===== src/rtl/reg_file_pc_pkg.sv =====
// Shared constants and index helpers for the ARM-style register file with an internal PC.
// The PC and LR sit at the top two indices of the register array.
package reg_file_pc_pkg;

   localparam int DEF_W         = 32;
   localparam int DEF_PC_OFFSET = 8;
   localparam int PC_STEP       = 4;

   function automatic int pc_index(input int a);
      return (1 << a) - 1;
   endfunction

   function automatic int lr_index(input int a);
      return (1 << a) - 2;
   endfunction

endpackage


===== src/rtl/reg_file_pc_cell.sv =====
// W-bit storage cell with load enable and asynchronous active-low clear.
// Used for every general register and for the link register.
module reg_cell_ar #(
   parameter int W = 32
) (
   input  logic         clk_i,
   input  logic         rst_ni,
   input  logic         en_i,
   input  logic [W-1:0] d_i,
   output logic [W-1:0] q_o
);

   logic [W-1:0] q_q;

   always_ff @(posedge clk_i or negedge rst_ni) begin
      if (!rst_ni) begin
         q_q <= '0;
      end else if (en_i) begin
         q_q <= d_i;
      end
   end

   assign q_o = q_q;

endmodule


===== src/rtl/reg_file_pc.sv =====
// Register file with two combinational read ports, one write port and an internal,
// self-incrementing PC with a single-cycle branch-and-link path.
module reg_file_pc
   import reg_file_pc_pkg::*;
#(
   parameter int W         = DEF_W,
   parameter int A         = 4,
   parameter int PC_OFFSET = DEF_PC_OFFSET,
   parameter int BYPASS    = 0
) (
   input  logic         clk,
   input  logic         reset,
   input  logic         write_enable,
   input  logic [A-1:0] adr_dst,
   input  logic [W-1:0] DATA_in,
   input  logic [A-1:0] adr_src1,
   input  logic [A-1:0] adr_src2,
   output logic [W-1:0] DATA_out_1,
   output logic [W-1:0] DATA_out_2,
   input  logic         pc_inc,
   input  logic         pc_load,
   input  logic [W-1:0] pc_target,
   input  logic         link,
   output logic [W-1:0] pc_out
);

   localparam int           N      = 1 << A;
   localparam int           P      = pc_index(A);
   localparam int           L      = lr_index(A);
   localparam logic [A-1:0] P_ADR  = A'(P);
   localparam logic [A-1:0] L_ADR  = A'(L);
   localparam logic [W-1:0] STEP_W = W'(PC_STEP);
   localparam logic [W-1:0] OFF_W  = W'(PC_OFFSET);

   logic [W-1:0] pc_q;
   logic [W-1:0] pc_d;
   logic [W-1:0] pc_plus_step;
   logic         link_wr;

   // Per-address view used by both read ports; slot P is the offset PC and never written.
   logic [N-1:0] wr_en;
   logic [W-1:0] wr_dat [N];
   logic [W-1:0] rd_val [N];

   assign pc_plus_step = pc_q + STEP_W;
   assign link_wr      = pc_load & link;

   for (genvar i = 0; i < N - 1; i++) begin : g_cell
      if (i == L) begin : g_lr
         // A linked branch owns LR this cycle; a general write to LR is dropped.
         assign wr_en[i]  = link_wr | (write_enable && (adr_dst == L_ADR));
         assign wr_dat[i] = link_wr ? pc_plus_step : DATA_in;
      end else begin : g_gp
         assign wr_en[i]  = write_enable && (adr_dst == A'(i));
         assign wr_dat[i] = DATA_in;
      end

      reg_cell_ar #(
         .W(W)
      ) u_cell (
         .clk_i (clk),
         .rst_ni(reset),
         .en_i  (wr_en[i]),
         .d_i   (wr_dat[i]),
         .q_o   (rd_val[i])
      );
   end

   assign wr_en[P]  = 1'b0;
   assign wr_dat[P] = '0;
   assign rd_val[P] = pc_q + OFF_W;

   always_comb begin
      pc_d = pc_q;
      if (write_enable && (adr_dst == P_ADR)) begin
         pc_d = DATA_in;
      end else if (pc_load) begin
         pc_d = pc_target;
      end else if (pc_inc) begin
         pc_d = pc_plus_step;
      end
   end

   always_ff @(posedge clk or negedge reset) begin
      if (!reset) begin
         pc_q <= '0;
      end else begin
         pc_q <= pc_d;
      end
   end

   // Forwarding is suppressed while reset is held, since that write will be discarded.
   assign DATA_out_1 = ((BYPASS != 0) && reset && wr_en[adr_src1]) ? wr_dat[adr_src1]
                                                                   : rd_val[adr_src1];
   assign DATA_out_2 = ((BYPASS != 0) && reset && wr_en[adr_src2]) ? wr_dat[adr_src2]
                                                                   : rd_val[adr_src2];
   assign pc_out     = pc_q;

endmodule


===== config.mk =====
export PLATFORM = sky130hd
export DESIGN_NAME = reg_file_pc
export DESIGN_NICKNAME = d
export VERILOG_FILES = /design/src/rtl/reg_file_pc_pkg.sv /design/src/rtl/reg_file_pc_cell.sv /design/src/rtl/reg_file_pc.sv
export SDC_FILE = /design/constraint.sdc
export NUM_CORES = 1
export LEC_CHECK = 0
export CAP_MARGIN = 20
export CORE_MARGIN = 1
export CORE_UTILIZATION = 55
export DETAILED_ROUTE_END_ITERATION = 8
export MAX_ROUTING_LAYER = met4
export PLACE_DENSITY_LB_ADDON = 0.1
export SETUP_SLACK_MARGIN = 0.05
export SYNTH_ARGS = -nofsm -noshare
export SYNTH_HDL_FRONTEND = slang
export SYNTH_HIERARCHICAL = 1
export SYNTH_SLANG_ARGS = --single-unit
export TNS_END_PERCENT = 10

===== constraint.sdc =====
create_clock -name clk -period 3.85 [get_ports clk]
set_input_delay 0.5775 -clock clk [delete_from_list [all_inputs] [get_ports clk]]
set_output_delay 0.5775 -clock clk [all_outputs]
set_load 0.01 [all_outputs]

==> Word level (Yosys, flattened, before mapping) <==
Cells that the tools add are included.
{ "word_totals": {"ff_bits": 512, "latch_bits": 0, "ramBits": 0, "mem_bits_ro": 0, "in_bits": 82, "out_inout_bits": 96, "word_cells": 67, "n_memories": 0} }
{ "classes": {"n_addsub": 2, "n_mul": 0, "div_mod_pow": 0, "order_cmp": 2, "n_eq_ne": 15, "shifts": 0, "n_mux": 10, "bitwise_logic": 4, "n_reduce_logical": 18} }
{ "ops": {"columns": ["cell", "count"], "rows": [
  ["$bmux W32 S4", 2],
  ["$mux W32", 8],
  ["$add A32 B3 Y32 const B", 1],
  ["$add A32 B4 Y32 const B", 1],
  ["$eq A4 B4 Y1 const B", 8],
  ["$eq A4 B3 Y1 const B", 4],
  ["$logic_and A1 B1 Y1", 16],
  ["$ge A5 B5 Y1 const B", 2],
  ["$not A4 Y5", 2],
  ["$eq A4 B2 Y1 const B", 2],
  ["$eq A4 B1 Y1 const B", 1],
  ["$logic_not A4 Y1", 1],
  ["$reduce_bool A3 Y1", 1],
  ["$and A1 B1 Y1", 1],
  ["$or A1 B1 Y1", 1]
]} }

==> Logic depth before layout (Yosys ltp) <==
{ "logic_depth": {"word_depth": 4, "ltp_mapped": 9, "depth_no_buf": 7} }

==> Hierarchy <==
The synthesis kept the hierarchy.
{ "modules_own_cells": {"columns": ["module", "instances", "cells_per_inst", "area_each_um2", "seq_area_each_um2"], "rows": [
  ["reg_cell_ar", 15, 68, 1345.0, 800.8],
  ["reg_file_pc", 1, 1237, 12012.8, 800.8]
]} }

==> Worst setup path after synthesis <==
Ideal clock, no wire load.
{ "synth_path": {"path_type": "input -> output", "startpoint": "in adr_src2[1]", "endpoint": "out DATA_out_2[31]", "t_arrival_ns": 2.239, "required_ns": 3.273, "setup_slack_ns": 1.034, "stages": 5, "n_path_buf": 2, "cell_sequence": "buf_2 > clkbuf_1 > mux4_2 > mux4_2 > or2_2"} }
{ "synth_via": {"elab_chain_len": 4} }
{ "synth_lines": {"columns": ["element", "line", "rtl"], "rows": [
  ["start: declaration", "reg_file_pc.sv:17", "input logic [A-1:0] adr_src2,"],
  ["$not A4 Y5 (implied by the code)", "reg_file_pc.sv:96", ": rd_val[adr_src2];"],
  ["$bmux W32 S4", "reg_file_pc.sv:96", null],
  ["$mux W32 (implied by the code) (2 in series)", "reg_file_pc.sv:96", null],
  ["end: declaration", "reg_file_pc.sv:19", "output logic [W-1:0] DATA_out_2,"]
]} }
No other way between the ends. The select of a mux whose other input is x is not followed.

==> Worst setup path after layout <==
{ "layout_path": {"startpoint": "reg pc_q[9], in the netlist pc_out[9]", "endpoint": "out DATA_out_2[18]"} }
{ "layout_via": {"elab_chain_len": 4} }
{ "layout_lines": {"columns": ["element", "line", "rtl"], "rows": [
  ["start: declaration", "reg_file_pc.sv:35", "logic [W-1:0] pc_q;"],
  ["start signal: assignment", "reg_file_pc.sv:88", "pc_q <= pc_d;"],
  ["$add A32 B4 Y32", "reg_file_pc.sv:71", "assign rd_val[P] = pc_q + OFF_W;"],
  ["$bmux W32 S4", "reg_file_pc.sv:96", null],
  ["$mux W32 (implied by the code) (2 in series)", "reg_file_pc.sv:96", null]
]} }
No other way between the ends. The select of a mux whose other input is x is not followed.

==> impl_metrics.env <==
export IMPL_sw_frac_of_total=0.289
export IMPL_holdPathStages=3
export IMPL_min_period_ns=3.85
export IMPL_cp_start_kind="register"
export IMPL_required_ns=3.27
export IMPL_wl_met1_mm=40.5
export IMPL_drt_iter0_markers=2064
export IMPL_max_slew_margin_rel=0.367
export IMPL_synthArstFlopShare=1.00
export IMPL_post_synth_inst_count=2257
export IMPL_seqPwrFrac=0.414
export IMPL_setup_slack_ns=-0.00474
export IMPL_synth_top_flop_cell="dfrtp_1"
export IMPL_grt_ovfl_total=0
export IMPL_synth_edff_count=0
export IMPL_finalCritPeriodShare=1.00
export IMPL_track_usage=0.344
export IMPL_dpl_cell_count=3131
export IMPL_grt_antenna_before_repair=1
export IMPL_yosys_area_top_type="dfrtp_1"
export IMPL_ant_nets=0
export IMPL_yosysWarnings=6
export IMPL_synth_top_area_frac=0.398
export IMPL_area_delta_synth_final_pct=13.7
export IMPL_maxCapViolCount=0
export IMPL_start_util=0.557
export IMPL_path_clk_slew_ns=0.06
export IMPL_r2r_cells=9
export IMPL_setup_viol=1
export IMPL_utilization=0.633
export IMPL_status="complete, but fails checks"
export IMPL_clock_fmax_mhz=259
export IMPL_grt_pass1_wl_mm=148
export IMPL_power_frac_clock=0.297
export IMPL_drt_total_wl_mm=98.2
export IMPL_final_cells=3231
export IMPL_cts_inserted_buffers=56
export IMPL_rr_startpoint="pc_out[3]$_DFFE_PN0P_"
export IMPL_drcViolationCount=0
export IMPL_cellPowerDensity_mw_per_mm2=508
export IMPL_comb_power_share=0.289
export IMPL_synth_nets=2341
export IMPL_fin_nets=2510
export IMPL_rrSetupSlack_ns=1.15
export IMPL_syn_cell_area_mm2=0.0322
export IMPL_detail_route_wl_per_cell_um=30.4
export IMPL_wl_met2_mm=47.1
export IMPL_worst_r2r_endpoint="g_cell[14].u_cell/q_o[20]$_DFFE_PN0P_"
export IMPL_routabilityCongestion=0.920
export IMPL_clock_latency_ns=0.63
export IMPL_cts_sinks=512
export IMPL_diodes=0
export IMPL_dieArea_mm2=0.0595
export IMPL_worstSetupPathType="reg -> out"
export IMPL_p_int_mw=13.2
export IMPL_die_y_um=244
export IMPL_via_per_inst=6.66
export IMPL_first_pass_iters=5
export IMPL_fill_cells=4342
export IMPL_grt_setup_unrepaired="true"
export IMPL_dieWidth_um=244
export IMPL_ir_drop_uv=423
export IMPL_end_kind="primary output"
export IMPL_pin_count=178
export IMPL_dr_wl_met3_mm=5.97
export IMPL_ys_ff_latch=512
export IMPL_fp_row_count=88
export IMPL_violations="setup timing"
export IMPL_ys_seq_area_frac=0.398
export IMPL_crit_fanout=12
export IMPL_cp_arrival_ns=3.28
export IMPL_clockBufferDepth=3
export IMPL_final_hold_viol_count=0
export IMPL_place_ws_ns=0.189
export IMPL_switchingPower_mw=5.37
export IMPL_layout_drive_gt1_share=0.424
export IMPL_grt_pass1_vias=22379
export IMPL_dp_hpwl_mm=65.5
export IMPL_p_leak_nw=15.3
export IMPL_worstHoldPathType="in -> reg"
export IMPL_tightest_slew_ns=0.947
export IMPL_cts_tree="built"
export IMPL_top_layer_used="met4"
export IMPL_hold_start="pc_load"
export IMPL_syn_area_per_cell_um2=14.3
export IMPL_cts_root_buf="clkbuf_16"
export IMPL_hold_end="pc_out[13]$_DFFE_PN0P_"
export IMPL_ys_top_cells_by_area="dfrtp_1 40%, mux2_4 21%, mux4_2 16%, buf_12 2.8%, mux2_2 2.3%"
export IMPL_cts_htree_levels=2
export IMPL_grt_max_degree=119
export IMPL_clock_skew_ns=0.0219
export IMPL_maxSlewViolCount=0
export IMPL_ys_types=71
export IMPL_vias=21510
export IMPL_portBuffers=177
export IMPL_fp_coreArea_mm2=0.0578
-- cells in the final DEF, fill, tap and decap left out, drive strengths merged, types with 26 or more instances in the layout --
cell type,Yosys,final
nand2,114,114
mux2,516,516
buf,148,148
o22ai,26,26
a21oi,65,65
dfrtp,512,512
nand3,29,29
o21ai,89,89
nor2,70,70
mux4,230,230
clkbuf,58,79
xor2,36,36
mux2i,49,49
clkdlybuf4s50,0,164
xnor2,26,26
-- worst max-delay path by stage --
stage,start,depth (start not counted),endpoint
3_3_place_gp,adr_src1[0],7,DATA_out_1[7]
4_1_cts,pc_out[10]$_DFFE_PN0P_,7,DATA_out_2[18]
2_1_floorplan,adr_src2[1],5,DATA_out_2[31]
5_1_grt,pc_out[3]$_DFFE_PN0P_,7,DATA_out_1[15]
6_report,pc_out[9]$_DFFE_PN0P_,7,DATA_out_2[18]
3_5_place_dp,adr_src1[0],7,DATA_out_1[9]
-- cells by family (layout without fill, tap and decap cells) --
logic type               after synthesis  after routing  synth area share
multiplexers                         795            795             0.409
flip-flops                           512            512             0.398
AND/OR/NAND/NOR                      343            343            0.0539
AO/OA/AOI/OAI                        314            314            0.0627
buffers and inverters                229            438            0.0586
XOR/XNOR                              62             62            0.0169
adder cells (fa/ha/maj)                2              2          0.000777
-- through the flow --
stage | hold WS [ns] | power, mW | setup TNS [ns] | area [µm²]
2_1_floorplan | 0.282 | 11.2 | 0 | 32200
3_3_place_gp | 0.502 | 12.8 | 0 | 34600
3_5_place_dp | 0.508 | 13.0 | 0 | 34600
4_1_cts | 0.345 | 18.6 | -0.00165 | 36600
5_1_grt | 0.421 | 19.3 | -0.165 | 36600
6_report | 0.382 | 18.6 | -0.00474 | 36600
-- flip-flops by register name, summed over array words and instances, names as in the netlist --
register / count
g_cell.u_cell/q_o: 480
pc_out: 32
-- cells in the mapped netlist (10+ instances only) --
cell,instances
clkbuf_1,58
xnor2_1,26
dfrtp_1,512
mux4_2,230
xor2_1,36
nand2_1,114
inv_1,18
and2_1,12
mux2_4,450
or3_1,13
and3_1,10
buf_6,19
nor2b_1,20
a21oi_1,65
nand3_1,28
buf_12,45
a31oi_1,16
mux2i_1,49
nand4_1,16
a211oi_1,18
o21ai_0,89
nor3_1,19
buf_2,52
o22ai_1,26
o221ai_1,11
mux2_2,66
nor2_1,70
buf_4,23
-- area by class of cell --
type                    count  area, µm²  area share
repair buffers            317       3160      0.0863
multi-input cells        1516      17700       0.485
flip-flops and latches    512      12800       0.350
clock buffers              78       1600      0.0436
well taps                 765        957      0.0262
clock inverters            20        246     0.00673
inverters                  23       86.3     0.00236
-- power groups by stage --
stage	logic [mW]	registers (mW)	clock network (mW)
6_report	5.36	7.70	5.53
5_1_grt	5.67	7.83	5.79
3_3_place_gp	5.23	7.62	0
3_5_place_dp	5.31	7.70	0
2_1_floorplan	3.87	7.32	0
4_1_cts	5.36	7.65	5.59
-- worst max-delay path, cell delays in order, from the launching register on --
cell and delay (ns):
dfrtp_2 0.51, nand4_4 0.26, nor4_4 0.35, buf_6 0.20, xnor2_1 0.11, a2111oi_1 0.43, a211o_1 0.23, clkdlybuf4s50_1 0.56
-- routing by layer --
metal | track usage | vias up
met5 | - | -
met4 | 0.144 | 0
met3 | 0.0441 | 237
met2 | 0.532 | 986
met1 | 0.459 | 11361
li1 | - | 8926
-- what timing repair did --
item / CTS / global route
resized for setup: 26 / 16
hold endpoints to repair: 47 / 0
pin swaps: 3 / 2
endpoints found under the setup margin: 35 / 27
hold buffers: 1 / 0
buffers inserted: 1 / 0
Note: power is estimated with default switching activity, not from simulation.
